### src/rtl/uart_cmd_decoder.sv
// UART command decoder: folds received bytes, maps them to button pulses,
// toggle switches, a clear-all command and an error strobe.
module uart_cmd_decoder #(
  parameter int                     NUM_BTN      = 4,
  parameter int                     NUM_SW       = 3,
  parameter logic [8*NUM_BTN-1:0]   BTN_CODES    = 32'h6475_6C72,
  parameter logic [8*NUM_SW-1:0]    SW_CODES     = 24'h32_3130,
  parameter logic [7:0]             CLR_CODE     = 8'h7E,
  parameter int                     PULSE_CYCLES = 1,
  parameter bit                     CASE_FOLD    = 1'b1
) (
  input  logic               clk,
  input  logic               rst,
  input  logic [7:0]         rx_data,
  input  logic               rx_done,
  output logic [NUM_BTN-1:0] btn_o,
  output logic [NUM_SW-1:0]  sw_o,
  output logic               cmd_valid,
  output logic               cmd_err,
  output logic [7:0]         last_cmd
);

  localparam int CW = $clog2(PULSE_CYCLES + 1);

  function automatic logic [7:0] fold(input logic [7:0] b);
    if (CASE_FOLD && b >= 8'h41 && b <= 8'h5A)
      return b + 8'h20;
    return b;
  endfunction

  logic [7:0]         byte_q;
  logic               vld_q;
  logic [CW-1:0]      cnt_q [NUM_BTN];
  logic [CW-1:0]      cnt_d [NUM_BTN];
  logic [NUM_SW-1:0]  sw_q, sw_d;
  logic [7:0]         last_q, last_d;
  logic               valid_q, valid_d;
  logic               err_q, err_d;

  logic               btn_hit, sw_hit, clr_hit, eol;
  logic [NUM_BTN-1:0] btn_sel;
  logic [NUM_SW-1:0]  sw_sel;
  logic               go_btn, go_sw, go_clr;

  always_ff @(posedge clk) begin
    if (rst) begin
      byte_q <= 8'h00;
      vld_q  <= 1'b0;
    end else begin
      vld_q <= rx_done;
      if (rx_done)
        byte_q <= fold(rx_data);
    end
  end

  // Lowest-index match wins within each group
  always_comb begin
    btn_sel = '0;
    btn_hit = 1'b0;
    for (int i = 0; i < NUM_BTN; i++) begin
      if (!btn_hit && byte_q == BTN_CODES[8*i +: 8]) begin
        btn_sel[i] = 1'b1;
        btn_hit    = 1'b1;
      end
    end
    sw_sel = '0;
    sw_hit = 1'b0;
    for (int j = 0; j < NUM_SW; j++) begin
      if (!sw_hit && byte_q == SW_CODES[8*j +: 8]) begin
        sw_sel[j] = 1'b1;
        sw_hit    = 1'b1;
      end
    end
    clr_hit = (byte_q == CLR_CODE);
    eol     = (byte_q == 8'h0D) || (byte_q == 8'h0A);
  end

  assign go_btn = vld_q && btn_hit;
  assign go_sw  = vld_q && !btn_hit && sw_hit;
  assign go_clr = vld_q && !btn_hit && !sw_hit && clr_hit;

  always_comb begin
    for (int i = 0; i < NUM_BTN; i++) begin
      cnt_d[i] = cnt_q[i];
      if (go_btn && btn_sel[i])
        cnt_d[i] = CW'(PULSE_CYCLES);
      else if (cnt_q[i] != '0)
        cnt_d[i] = cnt_q[i] - CW'(1);
    end
    sw_d    = sw_q;
    if (go_sw)
      sw_d = sw_q ^ sw_sel;
    else if (go_clr)
      sw_d = '0;
    valid_d = go_btn || go_sw || go_clr;
    err_d   = vld_q && !valid_d && !eol;
    last_d  = valid_d ? byte_q : last_q;
  end

  always_ff @(posedge clk) begin
    if (rst) begin
      for (int i = 0; i < NUM_BTN; i++)
        cnt_q[i] <= '0;
      sw_q    <= '0;
      last_q  <= 8'h00;
      valid_q <= 1'b0;
      err_q   <= 1'b0;
    end else begin
      for (int i = 0; i < NUM_BTN; i++)
        cnt_q[i] <= cnt_d[i];
      sw_q    <= sw_d;
      last_q  <= last_d;
      valid_q <= valid_d;
      err_q   <= err_d;
    end
  end

  always_comb begin
    for (int i = 0; i < NUM_BTN; i++)
      btn_o[i] = (cnt_q[i] != '0);
  end

  assign sw_o      = sw_q;
  assign cmd_valid = valid_q;
  assign cmd_err   = err_q;
  assign last_cmd  = last_q;

endmodule

### config.mk
export PLATFORM = sky130hd
export DESIGN_NAME = uart_cmd_decoder
export DESIGN_NICKNAME = d
export VERILOG_FILES = /design/src/rtl/uart_cmd_decoder.sv
export SDC_FILE = /design/constraint.sdc
export NUM_CORES = 1
export LEC_CHECK = 0
export CAP_MARGIN = 20
export CORE_ASPECT_RATIO = 0.5
export CORE_MARGIN = 2
export CORE_UTILIZATION = 36
export CTS_BUF_LIST = sky130_fd_sc_hd__clkbuf_8 sky130_fd_sc_hd__clkbuf_16
export CTS_CLUSTER_SIZE = 20
export DETAILED_ROUTE_END_ITERATION = 8
export PLACE_DENSITY = 0.6
export SLEW_MARGIN = 20
export SYNTH_ARGS = -nofsm -noshare
export SYNTH_HDL_FRONTEND = slang
export SYNTH_SLANG_ARGS = --single-unit
### constraint.sdc
create_clock -name clk -period 2.35 [get_ports clk]
set_clock_uncertainty 0.05 [all_clocks]
set_input_delay 0.705 -clock clk [delete_from_list [all_inputs] [get_ports clk]]
set_output_delay 0.705 -clock clk [all_outputs]
set_load 0.01 [all_outputs]
## After elaboration in Yosys (flattened, before gate mapping)

Memory sizes are Yosys's and may differ from the RTL's.
Index checks and enable logic that the tools add are counted.

- Flip-flop bits (word level): 22
- Memory bits (writable): 4
- Input port bits: 11
- Output and inout bits: 17
- Word-level logic and storage cells: 93
- Memories: 1

Memory list:

| memory | words | width | rd ports | clocked after memory_dff | write ports | line | text |
|---|---|---|---|---|---|---|---|
| cnt_q | 4 | 1 | 4 | 0 | 4 | 33 | `logic [CW-1:0] cnt_q [NUM_BTN];` |

- Add/subtract/negate cells: 5
- Magnitude comparators: 2
- Eq/ne operators: 10
- Multiplexer cells: 34
- Bitwise operators: 5
- Reductions and logical operators: 30

Operator list:

| kind | count |
|---|---|
| $eq A8 B7 Y1 const B | 5 |
| $mux W1 | 30 |
| $eq A8 B6 Y1 const B | 3 |
| $logic_and A1 B1 Y1 | 17 |
| $eq A8 B4 Y1 const B | 2 |
| $mux W8 | 2 |
| $logic_not A1 Y1 | 9 |
| $add A8 B6 Y8 const B | 1 |
| $ge A8 B7 Y1 const B | 1 |
| $le A8 B7 Y1 const B | 1 |
| $mux W3 | 2 |
| $or A1 B1 Y1 | 4 |
| $sub A1 B1 Y1 const B | 4 |
| $logic_or A1 B1 Y1 | 3 |
| $xor A3 B3 Y3 | 1 |
| $reduce_bool A2 Y1 | 1 |

## Logic depth before layout (Yosys ltp)

Gate-level depths: netlist (run 1).

- Word-level depth: 19
- Gate-level depth with buffers: 5
- Mapped depth without buffers: 4

## Worst setup path after synthesis (run 1)

Ideal clock, no wire load.

- Kind: register to register
- From: register byte_q[2]
- To: register last_q[0], in the netlist last_cmd[0]
- Setup time: 72 ps
- Data arrival time: 1603 ps
- Data required time: 2228 ps
- Slack: 625 ps
- Cell stages (with the launch flop): 5
- Path buffers: 0
- Clock period less this slack: 1725 ps
- Cell sequence: dfxtp_1 > nor4b_4 > a31oi_2 > a221oi_4 > mux2i_1

- Cells in the longest elaborated chain, start to end: 16
- Elaborated cells between the ends (all ways): 34
- Classes of those cells: eq/ne: 8; mux: 7; reduce/logical: 19

Ends and longest elaborated chain:

| item | line | text |
|---|---|---|
| start: declaration | 31 | `logic [7:0] byte_q;` |
| start signal: assignment | 52 | `byte_q <= fold(rx_data);` |
| $eq A8 B7 Y1 | 61 | `if (!btn_hit && byte_q == BTN_CODES[8*i +: 8]) begin` |
| $mux W1 | 61 |  |
| $logic_not A1 Y1 | 61 |  |
| $logic_and A1 B1 Y1 | 61 |  |
| $mux W1 | 61 |  |
| $logic_not A1 Y1 | 61 |  |
| $logic_and A1 B1 Y1 | 61 |  |
| $mux W1 | 61 |  |
| $logic_not A1 Y1 | 61 |  |
| $logic_and A1 B1 Y1 | 61 |  |
| $mux W1 | 61 |  |
| $logic_not A1 Y1 | 79, 80 |  |
| $logic_and A1 B1 Y1 | 79, 80 |  |
| $logic_and A1 B1 Y1 (on tied branches) | 79, 80 |  |
| $logic_or A1 B1 Y1 / $logic_and A1 B1 Y1 (equally long branches) | 95, 80 |  |
| $logic_or A1 B1 Y1 * | 95 | `valid_d = go_btn \|\| go_sw \|\| go_clr;` |
| end signal: assignment | 112 | `last_q <= last_d;` |
| end: declaration | 36 | `logic [7:0] last_q, last_d;` |

Every way passes the cells marked *; elsewhere a longest branch is shown, timed or not.
A chain may end at the register's enable or synchronous reset.

## Worst setup path in the final report (run 1)

- From: register sw_q[1], in the netlist sw_o[1]
- To: output sw_o[1]

RTL lines:

| item | line | text |
|---|---|---|
| start: declaration | 35 | `logic [NUM_SW-1:0] sw_q, sw_d;` |
| start signal: assignment | 111 | `sw_q <= sw_d;` |
| end: declaration | 17 | `output logic [NUM_SW-1:0] sw_o,` |

No word-level cell between the ends.

==> results of run 1 <==
## registers in the layout, summed over array words and instances (netlist names)
| name | cells |
|---|---|
| last_cmd | 8 |
| byte_q | 8 |
| cmd_valid | 1 |
| cnt_q | 4 |
| cmd_err | 1 |
| sw_o | 3 |
| vld_q | 1 |
## cell families after synthesis
kind of cell	count (synthesis)
simple gates	53
compound gates	22
mux	10
flops	26
buf+inv	11
fa+ha+maj	1
xor+xnor	1
## final cells by class
| class | count | area share [%] |
|---|---|---|
| Tap cell | 40 | 3.147 |
| Sequential cell | 26 | 32.73 |
| Clock buffer | 4 | 3.462 |
| Timing Repair Buffer | 32 | 19.35 |
| Inverter | 3 | 0.7081 |
| Multi-Input combinational cell | 87 | 40.60 |
## cells in the final DEF (no fill, tap or decap), drive strengths merged, types with 3 or more instances in the layout
cell type / n
clkbuf: 4
nand2b: 9
dfxtp: 26
nor2: 9
a31oi: 5
nand2: 6
clkdlybuf4s50: 27
nor3: 6
nor2b: 3
inv: 3
a21oi: 3
mux2i: 10
buf: 5
## metal layers
layer,track usage [%],routed length (um),vias to the layer above
met5,0,0,-
met4,5.714,28,0
met3,5.484,130,5
met2,20.00,977,27
met1,19.06,1341,455
li1,-,-,503
## per-stage QoR
step | utilization [%] | cells | worst slack [ns] | area [um2]
floorplan | - | 124 | 0.6248 | 1209
global placement | 49.52 | 188 | 0.3320 | 1535
detailed placement | 49.52 | 188 | 0.2980 | 1535
CTS | 51.29 | 192 | 0.4084 | 1590
global route | 51.29 | 192 | 0.2775 | 1590
finish | 51.29 | 192 | 0.4076 | 1590
## report_power, final
group          total, mW  switching (mW)  internal, mW
Clock              0.284           0.134         0.150
Combinational     0.0903          0.0419        0.0484
Sequential         0.470          0.0197         0.451
## worst max-delay path by stage
| stage | to | startpoint | cells past startpoint |
|---|---|---|---|
| after global routing | last_cmd[3]$_SDFFE_PP0P_ | byte_q[1]$_SDFFE_PP0P_ | 5 |
| after detailed placement | byte_q[5]$_SDFFE_PP0P_ | rx_data[6] | 4 |
| after CTS | sw_o[1] | sw_o[1]$_SDFFE_PP0P_ | 1 |
| after global placement | byte_q[7]$_SDFFE_PP0P_ | rx_data[6] | 4 |
| after floorplan | last_cmd[0]$_SDFFE_PP0P_ | byte_q[2]$_SDFFE_PP0P_ | 4 |
| final | sw_o[1] | sw_o[1]$_SDFFE_PP0P_ | 1 |
==> impl_metrics.json, run 1 <==
{
  "path_cells": "clkdlybuf4s50_1",
  "synth_enable_flop_cells": 0,
  "ys_types": 44,
  "ys.flop_type": "dfxtp_1",
  "yosysMostFrequentCell": "dfxtp_1",
  "hp-start": "last_cmd[7]$_SDFFE_PP0P_",
  "drv_slew": 0,
  "multiInputGateArea_um2": 645.6,
  "cts-root-buf": "clkbuf_8",
  "cts-htree-levels": 1,
  "drive_gt1_share_pct": 11.84,
  "slowest_stage": "clkdlybuf4s50_1",
  "synth-seq-cells": 26,
  "critPathBufInv": 1,
  "grt_overflow": 0,
  "synthTopCellsByCount": "26 x dfxtp_1, 10 x mux2i_1, 9 x nand2b_1, 9 x nor2_1",
  "reg2reg_from": "byte_q[2]$_SDFFE_PP0P_",
  "arrival_ns": 1.19,
  "die_w_um": 85.95,
  "place_congestion": 0.7930,
  "ys_seq_area_share_pct": 43.06,
  "regArea_um2": 520.5,
  "portBuffers": 27,
  "num_vias": 990,
  "slew_headroom_pct": 70.47,
  "synth_compound_area_share_pct": 15.42,
  "synth_top_family_by_area": "simple AND/OR/NAND/NOR gates",
  "hpwl_um": 1855,
  "synthAdderAreaFrac_pct": 1.035,
  "crit_path_end_kind": "output pin",
  "track_usage_pct": 14.01,
  "post_synth.cell_area_avg_um2": 9.747,
  "routedWlPerCell_um": 12.90,
  "reg2regPathDepth": 5,
  "clk_latency_ns": 0.27,
  "start_kind": "flop",
  "powerDensity_nw_per_um2": 531.3,
  "tightest_slew_ns": 0.4412,
  "hold_buffers": 0,
  "status": "complete, no violations",
  "area_growth_syn_to_layout_pct": 31.57,
  "final_hold_viol_count": 0,
  "synthMuxAreaShare_pct": 8.282,
  "numCtsBuffers": 3,
  "cp.required_ns": 1.59,
  "path_clk_slew_ns": 0.09,
  "diodes": 0,
  "reg2reg_to": "last_cmd[1]$_SDFFE_PP0P_",
  "fin_hold_ws_ns": 0.4256,
  "hp-class": "flop to flop",
  "fmax_ghz": 0.5148,
  "holdPathEnd": "last_cmd[7]$_SDFFE_PP0P_",
  "syn_nets": 136,
  "cts_num_sinks": 26,
  "fill_cells": 303,
  "total_power_uw": 844.9,
  "r2r_slack_ns": 0.46,
  "grt_pass1_wl_um": 4057,
  "syn_inst": 124,
  "grt_pass1_vias": 847,
  "die_area_um2": 3865,
  "drt_iter0_drc": 54,
  "yosysWarnings": 0,
  "viasPerCell": 5.156,
  "rsz0062_at_grt": "no",
  "ir_worst_vdd_mv": 0.2471,
  "crit_fanout": 3,
  "finalSetupViolCount": 0,
  "whs_path_depth": 1,
  "max_stage_delay_ns": 0.55,
  "drtPass1Iterations": 4,
  "fin_crit_ns": 1.942,
  "synth.area.top_cells": "dfxtp_1 43%, mux2i_1 8.3%, nand2b_1 4.7%, nor2_1 2.8%, nor3_1 2.5%",
  "cts_tree": "yes",
  "netlist_area_um2": 1209,
  "finalSetupTns_ns": 0,
  "cts_resized": 0,
  "synth_top_area_share_pct": 43.06,
  "antenna_found_initial": 0,
  "nNetsFinal": 165,
  "grt_max_degree": 15,
  "core-area_um2": 3100,
  "die_y_um": 44.97,
  "crit_family": "buffers and inverters",
  "antenna_left": 0,
  "timing.final.crit_share_pct": 82.65,
  "start_util_pct": 38.98,
  "boundaryPins": 28,
  "maxCapViolCount": 0,
  "wirelength_um": 2477,
  "synth_simple_gate_area_share_pct": 27.95,
  "crit_type": "flop to output pin",
  "async_flop_share_pct": 0,
  "drc_errors": 0,
  "yosysTopAreaCell": "dfxtp_1",
  "rows": 14,
  "cts_setup_buffers": 0,
  "clk_path_buf_depth": 2,
  "leakage_nw": 0.5772,
  "yosys.area_share.xor_xnor_pct": 0.7246
}
(Power assumes the default switching activity.)
==> run 2, diff against run 1 <==
--- a/config.mk
+++ b/config.mk
@@ -12,7 +12,7 @@
 export CTS_BUF_LIST = sky130_fd_sc_hd__clkbuf_8 sky130_fd_sc_hd__clkbuf_16
 export CTS_CLUSTER_SIZE = 20
 export DETAILED_ROUTE_END_ITERATION = 8
-export PLACE_DENSITY = 0.6
+export PLACE_DENSITY = 0.62
 export SLEW_MARGIN = 20
 export SYNTH_ARGS = -nofsm -noshare
 export SYNTH_HDL_FRONTEND = slang
==> constraint.sdc (replaced) <==
create_clock -name clk -period 1.64 [get_ports clk]
set_clock_uncertainty 0.05 [all_clocks]
set_input_delay 0.492 -clock clk [delete_from_list [all_inputs] [get_ports clk]]
set_output_delay 0.492 -clock clk [all_outputs]
set_load 0.01 [all_outputs]
==> run 2 against run 1 <==
The run now ends with negative setup slack left. Count of clock-buffer cells in the layout shrank 1. Die area is the same. Core utilization grew 6.3 points. Clock power up 87%. Critical path depth grew 4. Largest power group unchanged.
==> impl_metrics.json, run 2 (synthesis results as in run 1) <==
{
  "rows": 14,
  "diodes": 0,
  "reg2regPathDepth": 5,
  "crit_fanout": 10,
  "boundaryPins": 28,
  "fin_crit_ns": 1.659,
  "powerDensity_nw_per_um2": 774.3,
  "antenna_found_initial": 0,
  "place_congestion": 0.8674,
  "clkPwrFrac_pct": 38.4,
  "final_cell_mix": "27 x buf_4, 22 x dfxtp_1, 17 x dlygate4sd2_1",
  "clk_latency_ns": 0.27,
  "num_vias": 1095,
  "hp-class": "flop to flop",
  "grt_max_degree": 16,
  "grt_pass1_vias": 987,
  "timing.final.crit_share_pct": 101.2,
  "grt_overflow": 0,
  "ir_worst_vdd_mv": 0.4648,
  "whs_path_depth": 1,
  "portBuffers": 27,
  "hold_buffers": 0,
  "die_y_um": 44.97,
  "p_int_mw": 1.078,
  "numCtsBuffers": 3,
  "die_area_um2": 3865,
  "arrival_ns": 1.82,
  "finalNonFillerCells": 215,
  "place_inst": 210,
  "final_common_cell": "buf_4",
  "start_util_pct": 38.98,
  "cts-root-buf": "clkbuf_8",
  "viasPerCell": 5.093,
  "path_clk_slew_ns": 0.09,
  "clk_path_buf_depth": 2,
  "antenna_left": 0,
  "rsz0062_at_grt": "yes",
  "start_kind": "flop",
  "nNetsFinal": 188,
  "wirelength_um": 2788,
  "final_hold_viol_count": 0,
  "maxCapViolCount": 0,
  "area_growth_syn_to_layout_pct": 47.72,
  "grt_pass1_wl_um": 4767,
  "placed_area_um2": 1715,
  "drt_iter0_drc": 59,
  "die_w_um": 85.95,
  "drc_errors": 0,
  "finalSetupTns_ns": -0.03923,
  "core-area_um2": 3100,
  "drv_slew": 0,
  "final_area_um2": 1785,
  "sequentialPowerShare_pct": 48.4,
  "fin_hold_ws_ns": 0.4212,
  "share_comb_of_total_power_pct": 13.2,
  "crit_path_end_kind": "flop",
  "drive_gt1_share_pct": 26.86,
  "cts_tree": "yes",
  "hpwl_um": 2080,
  "status": "finished with violations",
  "violations": "negative setup slack",
  "post-route-worst-setup-slack_ns": -0.01941,
  "tightest_slew_ns": 0.2968,
  "fmax_ghz": 0.6026,
  "switchingPower_uw": 304.8,
  "track_usage_pct": 16.32,
  "slew_headroom_pct": 80.03,
  "cp.required_ns": 1.80,
  "leakage_nw": 0.7890,
  "drtPass1Iterations": 4,
  "fill_cells": 282,
  "cts-htree-levels": 1,
  "crit_type": "flop to flop",
  "routedWlPerCell_um": 12.97,
  "dp_slack_ns": -0.1992,
  "cts_num_sinks": 26,
  "finalSetupViolCount": 5,
  "swShare_pct": 22.05
}
[run 2: repair_timing]
item	in CTS	in global routing
gates resized for setup	19	4
setup buffers	1	0
endpoints found under the setup margin	27	12
pin swaps	0	1
[run 2: power by group through the flow]
| stage | combinational, mW | sequential [mW] | clock, mW |
|---|---|---|---|
| floorplan | 0.0903 | 0.672 | 0 |
| global placement | 0.176 | 0.683 | 0 |
| detailed placement | 0.177 | 0.683 | 0 |
| CTS | 0.181 | 0.669 | 0.546 |
| global route | 0.198 | 0.672 | 0.579 |
| finish | 0.182 | 0.669 | 0.532 |
[run 2: worst paths after layout]
check	slack, ns	endpoint	from
hold reg to reg	0.42	last_cmd[7]$_SDFFE_PP0P_	last_cmd[7]$_SDFFE_PP0P_
setup / recovery	-0.02	last_cmd[3]$_SDFFE_PP0P_	byte_q[7]$_SDFFE_PP0P_
setup reg to reg	-0.02	last_cmd[3]$_SDFFE_PP0P_	byte_q[7]$_SDFFE_PP0P_
hold / removal	0.42	last_cmd[7]$_SDFFE_PP0P_	last_cmd[7]$_SDFFE_PP0P_
[run 2: per-layer routing]
| layer | routed length, um | global-route usage (%) | vias up |
|---|---|---|---|
| li1 | - | - | 555 |
| met1 | 1469 | 23.14 | 504 |
| met2 | 1162 | 24.65 | 36 |
| met3 | 156 | 4.388 | 0 |
| met4 | 0 | 4.762 | 0 |
| met5 | 0 | 0 | - |
[run 2: stage by stage]
step | power, mW | util [%]
after CTS | 1.396 | 57.26
after floorplan | 0.7627 | -
after global placement | 0.8588 | 55.33
after detailed placement | 0.8607 | 55.33
after global routing | 1.449 | 57.59
final | 1.382 | 57.59
[run 2: worst max-delay path, cell delays in order (launching register included)]
cell	delay, ns
dfxtp_2	0.35
nor4b_4	0.36
nand3_2	0.14
a221oi_4	0.34
buf_12	0.17
mux2i_1	0.18
[run 2: area by class of cell]
type,instances,area [um2],area share (%)
Clock buffer,3,41.29,2.313
Clock inverter,1,30.03,1.682
Inverter,3,11.26,0.6307
Multi-Input combinational cell,87,653.1,36.58
Sequential cell,26,528.0,29.57
Tap cell,40,50.05,2.803
Timing Repair Buffer,55,471.7,26.42
==> run 3, diff against run 2 <==
--- a/config.mk
+++ b/config.mk
@@ -6,13 +6,13 @@
 export NUM_CORES = 1
 export LEC_CHECK = 0
 export CAP_MARGIN = 20
-export CORE_ASPECT_RATIO = 0.5
+export CORE_ASPECT_RATIO = 1.1
 export CORE_MARGIN = 2
-export CORE_UTILIZATION = 36
+export CORE_UTILIZATION = 30
 export CTS_BUF_LIST = sky130_fd_sc_hd__clkbuf_8 sky130_fd_sc_hd__clkbuf_16
 export CTS_CLUSTER_SIZE = 20
 export DETAILED_ROUTE_END_ITERATION = 8
-export PLACE_DENSITY = 0.62
+export PLACE_DENSITY = 0.53
 export SLEW_MARGIN = 20
 export SYNTH_ARGS = -nofsm -noshare
 export SYNTH_HDL_FRONTEND = slang
==> run 3 against run 2 <==
The flow still finishes with violations (negative setup slack). Cell count is 2.3% higher. Critical path depth did not move. Count of clock-buffer cells in the layout up 1. Register-to-register slack worse by 0.02 ns. Combinational power down 8%. Fmax is 1.0% lower. First-iteration DRC count fell by 56%. Total power fell by 9.1%. Die area rose by 18%. Wire length shrank 3.6%. Global-route usage decreased by 3.5 points. Largest power group unchanged.
==> impl_metrics.json, run 3 (synthesis results as in run 1) <==
{
  "diodes": 0,
  "place_congestion": 0.8478,
  "hold_buffers": 0,
  "crit_type": "flop to flop",
  "grt_pass1_vias": 1021,
  "portBuffers": 27,
  "drv_slew": 0,
  "leakage_nw": 0.7517,
  "track_usage_pct": 12.79,
  "tightest_slew_ns": 0.3388,
  "cp.required_ns": 1.80,
  "rows": 24,
  "switchingPower_uw": 301.3,
  "arrival_ns": 1.83,
  "cts-root-buf": "clkbuf_8",
  "start_util_pct": 30.96,
  "antenna_found_initial": 0,
  "numCtsBuffers": 3,
  "nNetsFinal": 181,
  "crit_fanout": 10,
  "reg2reg_to": "last_cmd[0]$_SDFFE_PP0P_",
  "timing.final.crit_share_pct": 102.2,
  "violations": "negative setup slack",
  "r2r_slack_ns": -0.04,
  "rsz0062_at_grt": "yes",
  "status": "finished with violations",
  "die_area_um2": 4553,
  "viasPerCell": 4.891,
  "drt_iter0_drc": 26,
  "routedWlPerCell_um": 12.22,
  "sequentialPowerShare_pct": 53.1,
  "critPathBufInv": 1,
  "crit_path_end_kind": "flop",
  "wirelength_um": 2688,
  "final_hold_viol_count": 0,
  "total_power_mw": 1.257,
  "cts-htree-levels": 1,
  "max_stage_delay_ns": 0.37,
  "hp-class": "flop to flop",
  "boundaryPins": 28,
  "slowest_stage": "nor4b_4",
  "slew_headroom_pct": 77.35,
  "fin_crit_ns": 1.677,
  "place_inst": 214,
  "drc_errors": 0,
  "clk_latency_ns": 0.27,
  "grt_max_degree": 15,
  "p_int_uw": 956.0,
  "grt_pass1_wl_um": 4526,
  "die_w_um": 64.52,
  "cts_tree": "yes",
  "start_kind": "flop",
  "holdPathEnd": "last_cmd[6]$_SDFFE_PP0P_",
  "clk_path_buf_depth": 2,
  "num_vias": 1076,
  "finalSetupViolCount": 6,
  "cts_num_sinks": 26,
  "clkPwrFrac_pct": 33.5,
  "drive_gt1_share_pct": 25.00,
  "hp-start": "last_cmd[6]$_SDFFE_PP0P_",
  "swShare_pct": 23.97,
  "powerDensity_nw_per_um2": 723.5,
  "hpwl_um": 2096,
  "path_cells": "nor4b_4 > nand3_2 > a221oi_4 > buf_12 > mux2i_1",
  "finalNonFillerCells": 220,
  "reg2reg_from": "byte_q[7]$_SDFFE_PP0P_",
  "post-route-worst-setup-slack_ns": -0.03690,
  "antenna_left": 0,
  "ir_worst_vdd_mv": 0.2944,
  "grt_overflow": 0,
  "die_y_um": 70.57,
  "fill_cells": 398,
  "final_cell_mix": "21 x dfxtp_1, 20 x buf_4, 17 x dlygate4sd2_1",
  "fmax_ghz": 0.5963,
  "final_common_cell": "dfxtp_1",
  "core-area_um2": 3904,
  "reg2regPathDepth": 5,
  "share_comb_of_total_power_pct": 13.3,
  "drtPass1Iterations": 4,
  "path_clk_slew_ns": 0.09,
  "crit_family": "simple AND/OR/NAND/NOR gates",
  "area_growth_syn_to_layout_pct": 43.79,
  "whs_path_depth": 1,
  "maxCapViolCount": 0
}
## run 3: what timing repair did
action | 4_1_cts | 5_1_grt
endpoints found under the setup margin | 26 | 14
gates resized for setup | 19 | 5
pin swaps | 0 | 1
gates cloned | 0 | 0
setup buffers | 1 | 1
## run 3: per-stage QoR
step	worst slack, ns	setup TNS, ns	area [um2]	hold slack, ns	util, %
2_1_floorplan	-0.04002	-0.2001	1214	0.4427	-
3_3_place_gp	-0.1344	-0.8316	1670	0.4040	42.79
3_5_place_dp	-0.2154	-1.103	1670	0.4044	42.79
4_1_cts	-0.06646	-0.2315	1714	0.4213	43.91
5_1_grt	-0.1554	-1.055	1738	0.4369	44.52
6_report	-0.03690	-0.1372	1738	0.4142	44.52
## run 3: worst max-delay path by stage
stage	slack, ns	depth (start not counted)	endpoint	startpoint
floorplan	-0.04	4	last_cmd[0]$_SDFFE_PP0P_	byte_q[7]$_SDFFE_PP0P_
global placement	-0.13	4	byte_q[7]$_SDFFE_PP0P_	rx_data[6]
detailed placement	-0.22	4	byte_q[7]$_SDFFE_PP0P_	rx_data[6]
CTS	-0.07	5	last_cmd[0]$_SDFFE_PP0P_	byte_q[7]$_SDFFE_PP0P_
global route	-0.16	5	last_cmd[0]$_SDFFE_PP0P_	byte_q[7]$_SDFFE_PP0P_
finish	-0.04	5	last_cmd[0]$_SDFFE_PP0P_	byte_q[7]$_SDFFE_PP0P_
## run 3: per-layer routing
metal  vias up  wire length (um)  global-route usage (%)
met5         -                 0                       0
met4         0                66                   7.565
met3         8               123                   2.385
met2        31              1318                   22.80
met1       499              1180                   14.01
li1        538                 -                       -
## run 3: power groups by stage
stage | clock (mW) | sequential [mW] | combinational (mW)
after floorplan | 0 | 0.672 | 0.0903
after global placement | 0 | 0.681 | 0.160
after detailed placement | 0 | 0.682 | 0.163
after CTS | 0.437 | 0.668 | 0.165
after global routing | 0.459 | 0.671 | 0.183
final | 0.422 | 0.668 | 0.167
## run 3: area by class of cell
class                           count  area [um2]  share of cell area [%]
Multi-Input combinational cell     87       660.6                   38.01
Sequential cell                    26       526.8                   30.31
Timing Repair Buffer               48       419.2                   24.12
Tap cell                           52       65.06                   3.744
Clock buffer                        4       55.05                   3.168
Inverter                            3       11.26                  0.6479
